==> src/rtl/trap_sequencer.sv <==
// Machine-mode trap sequencer: takes exceptions, interrupts and MRET from commit,
// drives the CSR file's four implicit read/write slots and issues a PC redirect.
module trap_sequencer #(
    parameter logic [1:0]  RESET_MODE = 2'b11,
    parameter int unsigned VEC_STRIDE = 4
) (
    input  logic         clk,
    input  logic         reset,
    input  logic         exc_valid,
    input  logic [4:0]   exc_cause,
    input  logic [31:0]  exc_pc,
    input  logic [31:0]  exc_tval,
    input  logic         mret_req,
    input  logic         int_boundary,
    input  logic [31:0]  int_pc,
    input  logic         irq_ext,
    input  logic         irq_timer,
    input  logic         irq_sw,
    input  logic [127:0] impl_csr,
    output logic [47:0]  impl_addrs_r,
    output logic [3:0]   impl_read_enable,
    output logic [47:0]  impl_addrs_w,
    output logic [3:0]   impl_write_enable,
    output logic [127:0] impl_write_data,
    output logic         ready,
    output logic         redirect_valid,
    output logic [31:0]  redirect_pc,
    output logic [1:0]   mode
);
    localparam int unsigned XLEN = 32;
    localparam logic [11:0] CSR_MSTATUS = 12'h300;
    localparam logic [11:0] CSR_MIE     = 12'h304;
    localparam logic [11:0] CSR_MTVEC   = 12'h305;
    localparam logic [11:0] CSR_MEPC    = 12'h341;
    localparam logic [11:0] CSR_MCAUSE  = 12'h342;
    localparam logic [11:0] CSR_MTVAL   = 12'h343;
    localparam logic [11:0] CSR_MIP     = 12'h344;
    localparam logic [1:0]  M_MODE      = 2'b11;
    localparam logic [47:0] IDLE_RADDR  = {CSR_MIP, CSR_MIE, CSR_MTVEC, CSR_MSTATUS};

    typedef enum logic [1:0] {IDLE, TRAP, MRET, REDIR} state_t;
    state_t state, next_state;

    logic [1:0]      mode_q, mode_n, mpp_q, mpp_n;
    logic [XLEN-1:0] target_q, target_n, redirect_pc_q, redirect_pc_n;
    logic            redir_q, redir_n, ready_q;
    logic [3:0]      re_q, re_n, we_q, we_n;
    logic [47:0]     ra_q, ra_n, wa_q, wa_n;
    logic [127:0]    wd_q, wd_n;

    logic [XLEN-1:0] mstatus, mtvec, mie;
    logic [2:0]      pend;
    logic            int_take;
    logic            acc_trap, acc_mret, acc_int;
    logic [4:0]      acc_code;
    logic [XLEN-1:0] acc_epc, acc_tval, trap_mstatus, mret_mstatus, base, trap_target;
    logic            unused_bits;

    assign mstatus     = impl_csr[31:0];
    assign mtvec       = impl_csr[63:32];
    assign mie         = impl_csr[95:64];
    assign unused_bits = ^{impl_csr[127:96], mie[31:12], mie[10:8], mie[6:4], mie[2:0]};

    assign pend     = {irq_ext & mie[11], irq_timer & mie[7], irq_sw & mie[3]};
    assign int_take = (|pend) && int_boundary && (mstatus[3] || mode_q != M_MODE);

    // Request arbitration in IDLE: exception > interrupt > MRET (illegal MRET becomes cause 2)
    always_comb begin
        acc_trap = 1'b0;
        acc_mret = 1'b0;
        acc_int  = 1'b0;
        acc_code = '0;
        acc_epc  = '0;
        acc_tval = '0;
        if (exc_valid) begin
            acc_trap = 1'b1;
            acc_code = exc_cause;
            acc_epc  = exc_pc;
            acc_tval = exc_tval;
        end else if (int_take) begin
            acc_trap = 1'b1;
            acc_int  = 1'b1;
            acc_code = pend[2] ? 5'd11 : (pend[1] ? 5'd7 : 5'd3);
            acc_epc  = int_pc;
        end else if (mret_req) begin
            if (mode_q != M_MODE) begin
                acc_trap = 1'b1;
                acc_code = 5'd2;
                acc_epc  = exc_pc;
            end else begin
                acc_mret = 1'b1;
            end
        end
    end

    // mstatus images for trap entry and MRET, plus trap vector target
    always_comb begin
        trap_mstatus         = mstatus;
        trap_mstatus[7]      = mstatus[3];
        trap_mstatus[3]      = 1'b0;
        trap_mstatus[12:11]  = mode_q;
        mret_mstatus         = mstatus;
        mret_mstatus[3]      = mstatus[7];
        mret_mstatus[7]      = 1'b1;
        mret_mstatus[12:11]  = 2'b00;
        base                 = {mtvec[31:2], 2'b00};
        trap_target          = base;
        if (mtvec[1:0] == 2'b01 && acc_int)
            trap_target = base + XLEN'(VEC_STRIDE) * {27'd0, acc_code};
    end

    always_comb begin
        next_state    = state;
        mode_n        = mode_q;
        mpp_n         = mpp_q;
        target_n      = target_q;
        redirect_pc_n = redirect_pc_q;
        redir_n       = 1'b0;
        re_n          = '0;
        ra_n          = '0;
        we_n          = '0;
        wa_n          = '0;
        wd_n          = '0;
        case (state)
            IDLE: begin
                if (acc_trap) begin
                    next_state = TRAP;
                    target_n   = trap_target;
                    we_n       = 4'hF;
                    wa_n       = {CSR_MTVAL, CSR_MCAUSE, CSR_MEPC, CSR_MSTATUS};
                    wd_n       = {acc_tval, acc_int, 26'b0, acc_code, acc_epc, trap_mstatus};
                end else if (acc_mret) begin
                    next_state = MRET;
                    mpp_n      = mstatus[12:11];
                    we_n       = 4'b0001;
                    wa_n       = {36'b0, CSR_MSTATUS};
                    wd_n       = {96'b0, mret_mstatus};
                    re_n       = 4'b0010;
                    ra_n       = {24'b0, CSR_MEPC, 12'b0};
                end
            end
            TRAP: begin
                next_state    = REDIR;
                mode_n        = M_MODE;
                redir_n       = 1'b1;
                redirect_pc_n = target_q;
            end
            MRET: begin
                next_state    = REDIR;
                mode_n        = (mpp_q == 2'b10) ? 2'b00 : mpp_q;
                redir_n       = 1'b1;
                target_n      = impl_csr[63:32];
                redirect_pc_n = impl_csr[63:32];
            end
            REDIR:   next_state = IDLE;
            default: next_state = IDLE;
        endcase
        if (next_state == IDLE) begin
            re_n = 4'hF;
            ra_n = IDLE_RADDR;
        end
    end

    always_ff @(posedge clk) begin
        if (reset) begin
            state         <= IDLE;
            mode_q        <= RESET_MODE;
            mpp_q         <= '0;
            target_q      <= '0;
            redirect_pc_q <= '0;
            redir_q       <= 1'b0;
            ready_q       <= 1'b1;
            re_q          <= 4'hF;
            ra_q          <= IDLE_RADDR;
            we_q          <= '0;
            wa_q          <= '0;
            wd_q          <= '0;
        end else begin
            state         <= next_state;
            mode_q        <= mode_n;
            mpp_q         <= mpp_n;
            target_q      <= target_n;
            redirect_pc_q <= redirect_pc_n;
            redir_q       <= redir_n;
            ready_q       <= (next_state == IDLE);
            re_q          <= re_n;
            ra_q          <= ra_n;
            we_q          <= we_n;
            wa_q          <= wa_n;
            wd_q          <= wd_n;
        end
    end

    // Reset kills a write or redirect already presented in the current cycle
    assign impl_write_enable = we_q & {4{~reset}};
    assign redirect_valid    = redir_q & ~reset;
    assign impl_addrs_r      = ra_q;
    assign impl_read_enable  = re_q;
    assign impl_addrs_w      = wa_q;
    assign impl_write_data   = wd_q;
    assign ready             = ready_q;
    assign redirect_pc       = redirect_pc_q;
    assign mode              = mode_q;
endmodule

==> config.mk <==
export PLATFORM = sky130hd
export DESIGN_NAME = trap_sequencer
export DESIGN_NICKNAME = d
export VERILOG_FILES = /design/src/rtl/trap_sequencer.sv
export SDC_FILE = /design/constraint.sdc
export NUM_CORES = 1
export LEC_CHECK = 0
export BUFFER_PORTS_ARGS = -buffer_cell sky130_fd_sc_hd__buf_2
export CORE_AREA = 2 2 196 198
export DETAILED_ROUTE_END_ITERATION = 12
export DIE_AREA = 0 0 198 200
export GPL_TIMING_DRIVEN = 0
export HOLD_SLACK_MARGIN = 0.06
export PLACE_DENSITY = 0.42
export SLEW_MARGIN = 20
export SYNTH_ARGS = -nofsm -noshare
export SYNTH_HDL_FRONTEND = slang
export SYNTH_SLANG_ARGS = --single-unit
==> constraint.sdc <==
create_clock -name clk -period 9.1 [get_ports clk]
set_input_delay 0.91 -clock clk [delete_from_list [all_inputs] [get_ports clk]]
set_output_delay 0.91 -clock clk [all_outputs]
set_load 0.01 [all_outputs]
=== Word-level counts from Yosys, hierarchy flattened ===
Index checks and enable logic that the tools add are counted.

* Mux-type cells: 43
* Bitwise gates (word level): 9
* Reduce and logical (&&, ||, !) cells: 17
* Equality and inequality tests: 7
* Add/subtract/negate cells: 1

{| class="wikitable"
|+ Operator list
! operator !! number
|-
| 2-to-1 mux 32 bit || 8
|-
| 2-to-1 mux 128 bit || 1
|-
| case mux 32 bit (2 select lines) || 2
|-
| 2-to-1 mux 22 bit || 3
|-
| 2-to-1 mux 46 bit || 1
|-
| adder 32 x 7 -> 32 bit || 1
|-
| 2-to-1 mux 2 bit || 8
|-
| 2-to-1 mux 1 bit || 12
|-
| 2-to-1 mux 4 bit || 3
|-
| 2-to-1 mux 10 bit || 1
|-
| OR reduction 4 bit || 2
|-
| equality test 2 bit, second input constant || 3
|-
| case mux 2 bit (3 select lines) || 1
|-
| OR reduction 2 bit || 3
|-
| OR reduction 3 bit || 2
|-
| 2-to-1 mux 5 bit || 1
|-
| bitwise AND 1 bit || 4
|-
| bitwise AND 4 bit || 1
|-
| equality test 2 x 1 -> 1 bit, second input constant || 2
|-
| zero test 2 bit || 2
|-
| inequality test 2 bit, second input constant || 2
|-
| NOT 1 bit || 4
|-
| case mux 2 bit (2 select lines) || 1
|-
| nonzero test 2 bit || 2
|-
| 5 further kinds || 7
|}

* Word-level logic and storage cells: 93
* Input port bits: 237
* Bits in registers: 304
* Output and inout bits: 268

=== Logic depth before layout (Yosys ltp) ===
Gate-level depths: netlist (run 1).

* Depth in word-level cells: 11
* Depth in mapped cells: 13
* Gate-level depth less buffers: 11

=== Least setup slack after synthesis (run 1) ===
OpenSTA, ideal clock, no wires.

* Path kind: in2reg
* Start point: input port irq_ext
* End point: register target_q[8]
* Stages: 13
* Library setup time: 0.086 ns
* Required time: 9.014 ns
* Arrival time: 3.676 ns
* Path slack: 5.339 ns
* Path through: a222oi_1 o31a_1 buf_2 a21oi_1 ha_1 inv_1 fa_1 nor2b_1 o2111ai_1 clkbuf_1 a21oi_1 xnor2_1 a211oi_1

* Cells in the longest elaborated chain, start to end: 10
* Elaborated cells between the ends (all ways): 18
* Those cells by class: 1 x add/sub; 1 x eq/ne; 10 x mux; 1 x bitwise; 5 x reduce/logical

{| class="wikitable"
|+ RTL lines
! element !! RTL line !! RTL
|-
| from (decl) || 16 || <nowiki>input logic irq_ext,</nowiki>
|-
| bitwise AND 1 bit (*) || 64 || <nowiki>assign pend = {irq_ext & mie[11], irq_timer & mie[7], irq_sw & mie[3]};</nowiki>
|-
| OR reduction 3 bit || 65 || <nowiki>assign int_take = (|pend) && int_boundary && (mstatus[3] || mode_q != M_MODE);</nowiki>
|-
| logical AND 1 bit (2 in series) || 65 ||
|-
| 2-to-1 mux 4 bit (*) || 80 || <nowiki>end else if (int_take) begin</nowiki>
|-
| 2-to-1 mux 5 bit (*) || 75 || <nowiki>if (exc_valid) begin</nowiki>
|-
| net acc_code[0] || 55 || <nowiki>logic [4:0] acc_code;</nowiki>
|-
| adder 32 x 7 -> 32 bit (*) || 109 || <nowiki>trap_target = base + XLEN'(VEC_STRIDE) * {27'd0, acc_code};</nowiki>
|-
| 2-to-1 mux 32 bit (*) || 108 || <nowiki>if (mtvec[1:0] == 2'b01 && acc_int)</nowiki>
|-
| 2-to-1 mux 32 bit (*) || 126 || <nowiki>if (acc_trap) begin</nowiki>
|-
| case mux 32 bit (2 select lines) (*) || 124 || <nowiki>case (state)</nowiki>
|-
| to (signal assigned) || 182 || <nowiki>target_q <= target_n;</nowiki>
|-
| to (decl) || 45 || <nowiki>logic [XLEN-1:0] target_q, target_n, redirect_pc_q, redirect_pc_n;</nowiki>
|}

The timed path passes the listed nets; every way through them passes the cells marked *. The select of a mux whose other input is x is not followed.
A chain may end at the register's enable or synchronous reset.

=== Worst setup path in the final report (run 1) ===
Ends and elaborated chain as after synthesis.

==> impl_metrics.csv, run 1 <==
group,metric,value,unit
status,status,"finished, final reports clean",
floorplan,fp.dieW,198,um
drt,wl,30100,um
floorplan,die_h,200,um
synthesis,synth_ff_type,"dfxtp_1",
power,p_int,1.71,mW
min_path,min_delay_path_depth,1,
timing,tightest_slew,1.05,ns
place,dp.cells,1814,
synthesis,syn_area,8090,um^2
power,switching_power,0.996,mW
critical_path,regToRegSetupSlack,5.05,ns
drt,wl_per_cell,16.3,um
power,p_clk_frac,0.271,
synthesis,ys_seq_area_frac,0.443,
synthesis,ys_ff_latch,179,
finish,most-common-layout-cells,"350 x buf_2, 179 x dfxtp_1, 123 x buf_4",
synthesis,async_flop_share,0,
critical_path,cp-end-kind,"register",
drt,viasPerCell,3.86,
timing,layout_min_cycle_time,4.40,ns
timing,fmax,227,MHz
finish,nets,1567,
grt,grt_pass1_wl,42900,um
synthesis,ys_types,60,
critical_path,reg2regPathDepth,12,
synthesis,synth_edf_count,0,
timing,finalClockSkew,0.0112,ns
finish,area_growth,40.7,%
floorplan,io_pins,505,
finish,fin_util,0.304,
synthesis,synthCells,865,
floorplan,core-area,37400,um^2
timing,finalHoldViolCount,0,
critical_path,r2r-end,"target_q[30]",
timing,rsz0062_at_grt,"no",
floorplan,initial_core_util,0.216,
place,dp_hpwl,24400,um
cts,clock_sinks,179,
cts,postCtsSetupBuffers,0,
power,ir_drop,132,uV
critical_path,crit_end,"target_q[8]",
cts,root_buffer,"clkbuf_16",
critical_path,arrival,4.76,ns
power,power.switching_fraction,0.368,
power,comb_power_share,0.342,
synthesis,synth_warnings,0,
cts,cts_resized,0,
grt,first_global_vias,6849,
critical_path,r2r_start,"mode[1]",
critical_path,worstPathMaxFanout,10,
grt,gr-total-overflow,0,
cts,clock_latency,0.45,ns
power,seqPwrFrac,0.387,
drt,drc,0,
place,post-place-ws,4.19,ns
job,cap_violations,0,
critical_path,worstSetupStartpointType,"input port",
grt,grt_max_degree,19,
timing,period_share,0.484,
cts,cts.path.max_buffers,2,
timing,setup_viol,0,
timing,setup_tns,0,ns
cts,path_clk_slew,0.07,ns
drt,drt_pre_antenna_iters,4,
min_path,hold_class,"register to register",
timing,drv_slew,0,
floorplan,rows,71,
timing,fin_hold_ws,0.462,ns
critical_path,startpoint,"irq_ext",
floorplan,die_area,39600,um^2
critical_path,worst_ep_required_time,9.45,ns
cts,cts_made_buffers,17,
drt,first_iter_violations,316,
cts,hold_buffers,0,
timing,max_slew_margin,0.300,
grt,antenna_found_initial,3,
drt,drtAntennaViolNets,0,
power,power_leakage,5.37,nW
cts,cts_tree,"built",
place,gp_congestion,0.786,
grt,grtUsageTotal,0.147,
drt,via_count,7132,
finish,finalNonFillerCells,1848,
finish,final_common_cell,"buf_2",
critical_path,path_class,"input port to register",
finish,drive_gt1_frac,0.401,
power,power_density,237,nW/um^2
cts,ctsHtreeMaxLevel,4,
synthesis,syn_avg_cell_area,9.35,um^2
place,port_buffers,346,
timing,setup_slack,4.70,ns
-- state kept, by name, indices dropped and copies added (netlist names) --
name	cells
impl_addrs_r	1
state	2
redir_q	1
mpp_q	2
we_q	2
ready	1
impl_write_data	102
impl_read_enable	2
mode	2
target_q	32
redirect_pc	32
-- how the worst min path moves through the flow --
stage	start	end
2_1_floorplan	target_q[14]	target_q[14]
3_3_place_gp	target_q[26]	target_q[26]
3_5_place_dp	target_q[30]	target_q[30]
4_1_cts	target_q[30]	target_q[30]
5_1_grt	target_q[14]	target_q[14]
6_report	target_q[30]	target_q[30]
-- worst max-delay path, cell delays in order --
cell       delay [ns]
buf_2            0.11
a222oi_1         0.79
o31a_1           0.30
buf_2            0.28
a21oi_1          0.08
ha_1             0.23
inv_1            0.08
fa_1             0.17
nor2b_1          0.07
o2111ai_1        0.37
clkbuf_1         0.77
a21oi_1          0.19
xnor2_1          0.18
a211oi_1         0.22
-- stage by stage --
step | area (um^2) | power [mW]
after floorplan | 8440 | 1.62
after global placement | 10800 | 2.00
after detailed placement | 10800 | 2.01
after CTS | 11400 | 2.75
after global routing | 11400 | 2.90
final | 11400 | 2.70
-- final cells by class --
cell class	instances	area, um^2
Antenna cell	2	5.00
Timing Repair Buffer	346	1730
Fill cell	4072	26000
Buffer	179	1170
Clock inverter	14	144
Inverter	13	48.8
Tap cell	511	639
Sequential cell	179	3580
Multi-Input combinational cell	586	3630
Clock buffer	18	429
-- kinds of logic (layout without fill, tap and decap cells) --
| family | after synthesis | after routing | share of synthesized area |
|---|---|---|---|
| AOI/OAI and AO/OA | 140 | 140 | 0.142 |
| xor gates and xnor gates | 24 | 24 | 0.0260 |
| adders and majority gates | 8 | 8 | 0.0133 |
| buffers and inverters | 192 | 570 | 0.151 |
| DFF | 179 | 179 | 0.443 |
| muxes | 34 | 34 | 0.0421 |
| other | 1 | 95 | 0.000463 |
| and+or+nand+nor | 287 | 287 | 0.183 |
-- cell usage after synthesis, drive strengths merged, types with 11 or more instances --
master | n | area (um^2)
buf | 137 | 1010
inv | 13 | 48.8
a21oi | 39 | 195
xnor2 | 24 | 210
dfxtp | 179 | 3580
o2bb2ai | 16 | 165
a211oi | 48 | 380
nand2 | 84 | 315
and2 | 66 | 413
nor2 | 63 | 239
nor4 | 11 | 106
nand3 | 13 | 65.1
mux2i | 34 | 340
clkbuf | 42 | 158
-- power by group through the flow --
stage               registers [mW]  logic [mW]  clock network, mW
floorplan                     1.11       0.513                  0
global placement              1.06       0.940                  0
detailed placement            1.06       0.943                  0
CTS                           1.05       0.944              0.762
global route                  1.07        1.04              0.791
finish                        1.05       0.925              0.732
-- layer usage --
layer	vias to the layer above	global-route usage	wire, um
met5	-	0	22
met4	4	0.0407	362
met3	24	0.0450	2100
met2	229	0.234	14200
met1	3242	0.193	13300
li1	3633	-	-
Power figures use the tool's default switching activity.
==> run 2: changes to the inputs <==
--- a/config.mk
+++ b/config.mk
@@ -5,13 +5,14 @@
 export SDC_FILE = /design/constraint.sdc
 export NUM_CORES = 1
 export LEC_CHECK = 0
+export ABC_AREA = 1
 export BUFFER_PORTS_ARGS = -buffer_cell sky130_fd_sc_hd__buf_2
-export CORE_AREA = 2 2 196 198
+export CORE_AREA = 2 2 198 200
 export DETAILED_ROUTE_END_ITERATION = 12
-export DIE_AREA = 0 0 198 200
+export DIE_AREA = 0 0 200 202
 export GPL_TIMING_DRIVEN = 0
 export HOLD_SLACK_MARGIN = 0.06
-export PLACE_DENSITY = 0.42
+export PLACE_DENSITY = 0.43
 export SLEW_MARGIN = 20
 export SYNTH_ARGS = -nofsm -noshare
 export SYNTH_HDL_FRONTEND = slang
==> constraint.sdc (replaced) <==
create_clock -name clk -period 3.9 [get_ports clk]
set_input_delay 0.39 -clock clk [delete_from_list [all_inputs] [get_ports clk]]
set_output_delay 0.39 -clock clk [all_outputs]
set_load 0.01 [all_outputs]
==> run 2 against run 1 <==
Net effect: wire length rose by 0.46%; count of clock-buffer cells in the layout is 1 higher; largest power group is now combinational cells; synthesized area increased by 1.0%; total power increased to 2.6 times the previous value; flip-flop and latch count did not move; highest routed layer unchanged; via count rose by 8.0%; worst setup slack worse by 4.0 ns; utilization down 0.45 points; global-route usage decreased by 0.071 points.
==> impl_metrics.csv, run 2 <==
group,metric,value,unit
status,status,"finished, final reports clean",
drt,viasPerCell,3.77,
timing,fmax,308,MHz
drt,via_count,7706,
synthesis,ys_seq_area_frac,0.438,
power,ir_drop,300,uV
critical_path,startpoint,"mode[0]",
cts,clock_latency,0.45,ns
synthesis,ys_types,42,
critical_path,crit_family,"simple AND/OR/NAND/NOR gates",
drt,drtAntennaViolNets,0,
cts,cts_resized,0,
finish,area_growth,40.5,%
synthesis,synth_area_leaders,"dfxtp_1 44%, buf_4 11%, nor2_1 6.8%",
timing,tightest_slew,0.805,ns
floorplan,initial_core_util,0.213,
cts,cts_made_buffers,17,
synthesis,synth_warnings,0,
job,cap_violations,0,
min_path,hp-start,"impl_csr[20]",
floorplan,die_area,40400,um^2
critical_path,path_common_cell,"nand2_1",
grt,grt_max_degree,18,
power,seqPwrFrac,0.365,
synthesis,synth_ff_type,"dfxtp_1",
synthesis,synthMostInstantiatedCell,"dfxtp_1",
synthesis,yosysTopAreaCell,"dfxtp_1",
floorplan,core-area,38300,um^2
synthesis,synthCells,1051,
finish,most-common-layout-cells,"358 x buf_2, 179 x dfxtp_1, 147 x nor2_1",
place,dp.cells,2011,
timing,setup_viol,0,
floorplan,io_pins,505,
power,power_density,621,nW/um^2
floorplan,fp.dieW,200,um
critical_path,cp_num_buf_inv,2,
grt,grtUsageTotal,0.146,
synthesis,synth_edf_count,0,
timing,finalClockSkew,0.00984,ns
critical_path,cp-end-kind,"register",
grt,antenna_found_initial,7,
finish,finalNonFillerCells,2046,
cts,path_clk_slew,0.07,ns
power,switching_power,2.83,mW
power,comb_power_share,0.398,
cts,hold_buffers,0,
synthesis,async_flop_share,0,
synthesis,synth_top_area_frac,0.438,
grt,grt_pass1_wl,43600,um
synthesis,ys_top_cells_by_count,"179 x dfxtp_1, 147 x nor2_1, 128 x nand2_1, 123 x buf_4, 117 x inv_1",
finish,largest_reg_flops,102,
power,p_clk_frac,0.237,
place,dp_hpwl,24600,um
synthesis,ys_ff_latch,179,
grt,first_global_vias,7190,
critical_path,worst_ep_required_time,4.21,ns
timing,setup_tns,0,ns
min_path,hold_class,"input port to register",
timing,finalHoldViolCount,0,
timing,period_share,0.832,
critical_path,cp_cell_sequence,"nand2_2, nor2_4, nor2_4, nand3_4, inv_1, a22oi_1, inv_1, ha_1, nand3b_1, nand2_1, nand2_1, nand2_1, nand2_1, nor2_1, nand2_1, xor2_1, a21oi_1",
timing,max_slew_margin,0.463,
finish,multi_input_area,3340,um^2
finish,fill_cells,4263,
floorplan,rows,72,
drt,drc,0,
critical_path,slowest_stage,"dfxtp_1",
drt,wl,30200,um
power,p_int,4.31,mW
finish,drive_gt1_frac,0.361,
critical_path,max_stage_delay,0.40,ns
finish,nets,1757,
cts,cts_tree,"built",
drt,drt_pre_antenna_iters,5,
synthesis,syn_avg_cell_area,7.78,um^2
critical_path,worstSetupStartpointType,"register",
timing,drv_slew,0,
cts,cts.path.max_buffers,2,
cts,ctsHtreeMaxLevel,4,
finish,final_common_cell,"buf_2",
grt,gr-total-overflow,0,
finish,ff_latch_area,3580,um^2
timing,rsz0062_at_grt,"no",
critical_path,path_class,"register to register",
floorplan,die_h,202,um
synthesis,syn_area,8170,um^2
critical_path,arrival,3.56,ns
timing,layout_min_cycle_time,3.25,ns
power,power.switching_fraction,0.397,
place,gp_congestion,0.841,
place,port_buffers,350,
critical_path,r2r_start,"mode[0]",
cts,clock_sinks,179,
drt,first_iter_violations,374,
power,power_leakage,6.24,nW
cts,postCtsSetupBuffers,0,
critical_path,worstPathMaxFanout,9,
cts,root_buffer,"clkbuf_16",
drt,wl_per_cell,14.8,um
==> run 2: cell count changes after synthesis, moves of 14 or more <==
cell / before / now
inv_1: 11 / 117
nor2_1: 62 / 147
o21ai_0: 6 / 87
and2_1: 66 / 0
a21oi_1: 39 / 101
a211oi_1: 44 / 0
nand2_1: 84 / 128
mux2i_1: 34 / 13
xnor2_1: 24 / 5
nor2_4: 0 / 14
==> run 2: cells by family after synthesis <==
kind of cell	share of synthesized area
AND/OR/NAND/NOR	0.195
buffers and inverters	0.195
AO/OA/AOI/OAI	0.124
flip-flops	0.438
XOR/XNOR	0.0182
multiplexers	0.0159
adder cells (fa/ha/maj)	0.0132
other	0.000459
==> run 2: layout make-up <==
class,instances,area share
clock buffers,19,0.0386
multi-input cells,676,0.291
flip-flops and latches,179,0.312
well taps,518,0.0564
diodes,3,0.000654
inverters,122,0.0403
clock inverters,13,0.0100
plain buffers,166,0.0987
repair buffers,350,0.153
==> run 2: power by group through the flow <==
stage | Sequential, mW | Combinational (mW) | Clock, mW
CTS | 2.61 | 2.90 | 1.76
detailed placement | 2.65 | 2.89 | 0
floorplan | 2.79 | 1.54 | 0
finish | 2.60 | 2.84 | 1.69
global route | 2.67 | 3.20 | 1.82
global placement | 2.64 | 2.89 | 0
==> run 2: final timing paths <==
check / to / slack, ns / cells past startpoint
worst max-delay path: target_q[16] / 0.65 / 17
worst min-delay path: impl_write_data[20] / 0.15 / 3
worst max register to register: target_q[16] / 0.65 / 17
worst min register to register: mpp_q[0] / 0.46 / 2
==> run 2: metrics by stage <==
| step | util | power [mW] | area [um^2] | hold WS (ns) | setup slack, ns |
|---|---|---|---|---|---|
| after detailed placement | 0.285 | 5.54 | 10900 | 0.454 | 0.433 |
| after global routing | 0.300 | 7.69 | 11500 | 0.122 | 0.315 |
| final | 0.300 | 7.14 | 11500 | 0.152 | 0.654 |
| after floorplan | - | 4.33 | 8520 | 0.430 | 1.35 |
| after global placement | 0.285 | 5.52 | 10900 | 0.441 | 0.416 |
| after CTS | 0.300 | 7.27 | 11500 | 0.122 | 0.574 |
==> run 2: per-layer routing <==
metal	track usage	wire length, um	up-vias
met3	0.0417	2100	26
met1	0.180	13200	3388
li1	-	-	4020
met5	0	43	-
met4	0.0447	437	6
met2	0.246	14400	266
==> run 2: worst min-delay path, delay by kind of cell <==
kind          cells  cell delay (ns)
buf+inv           2             0.13
simple gates      1             0.03
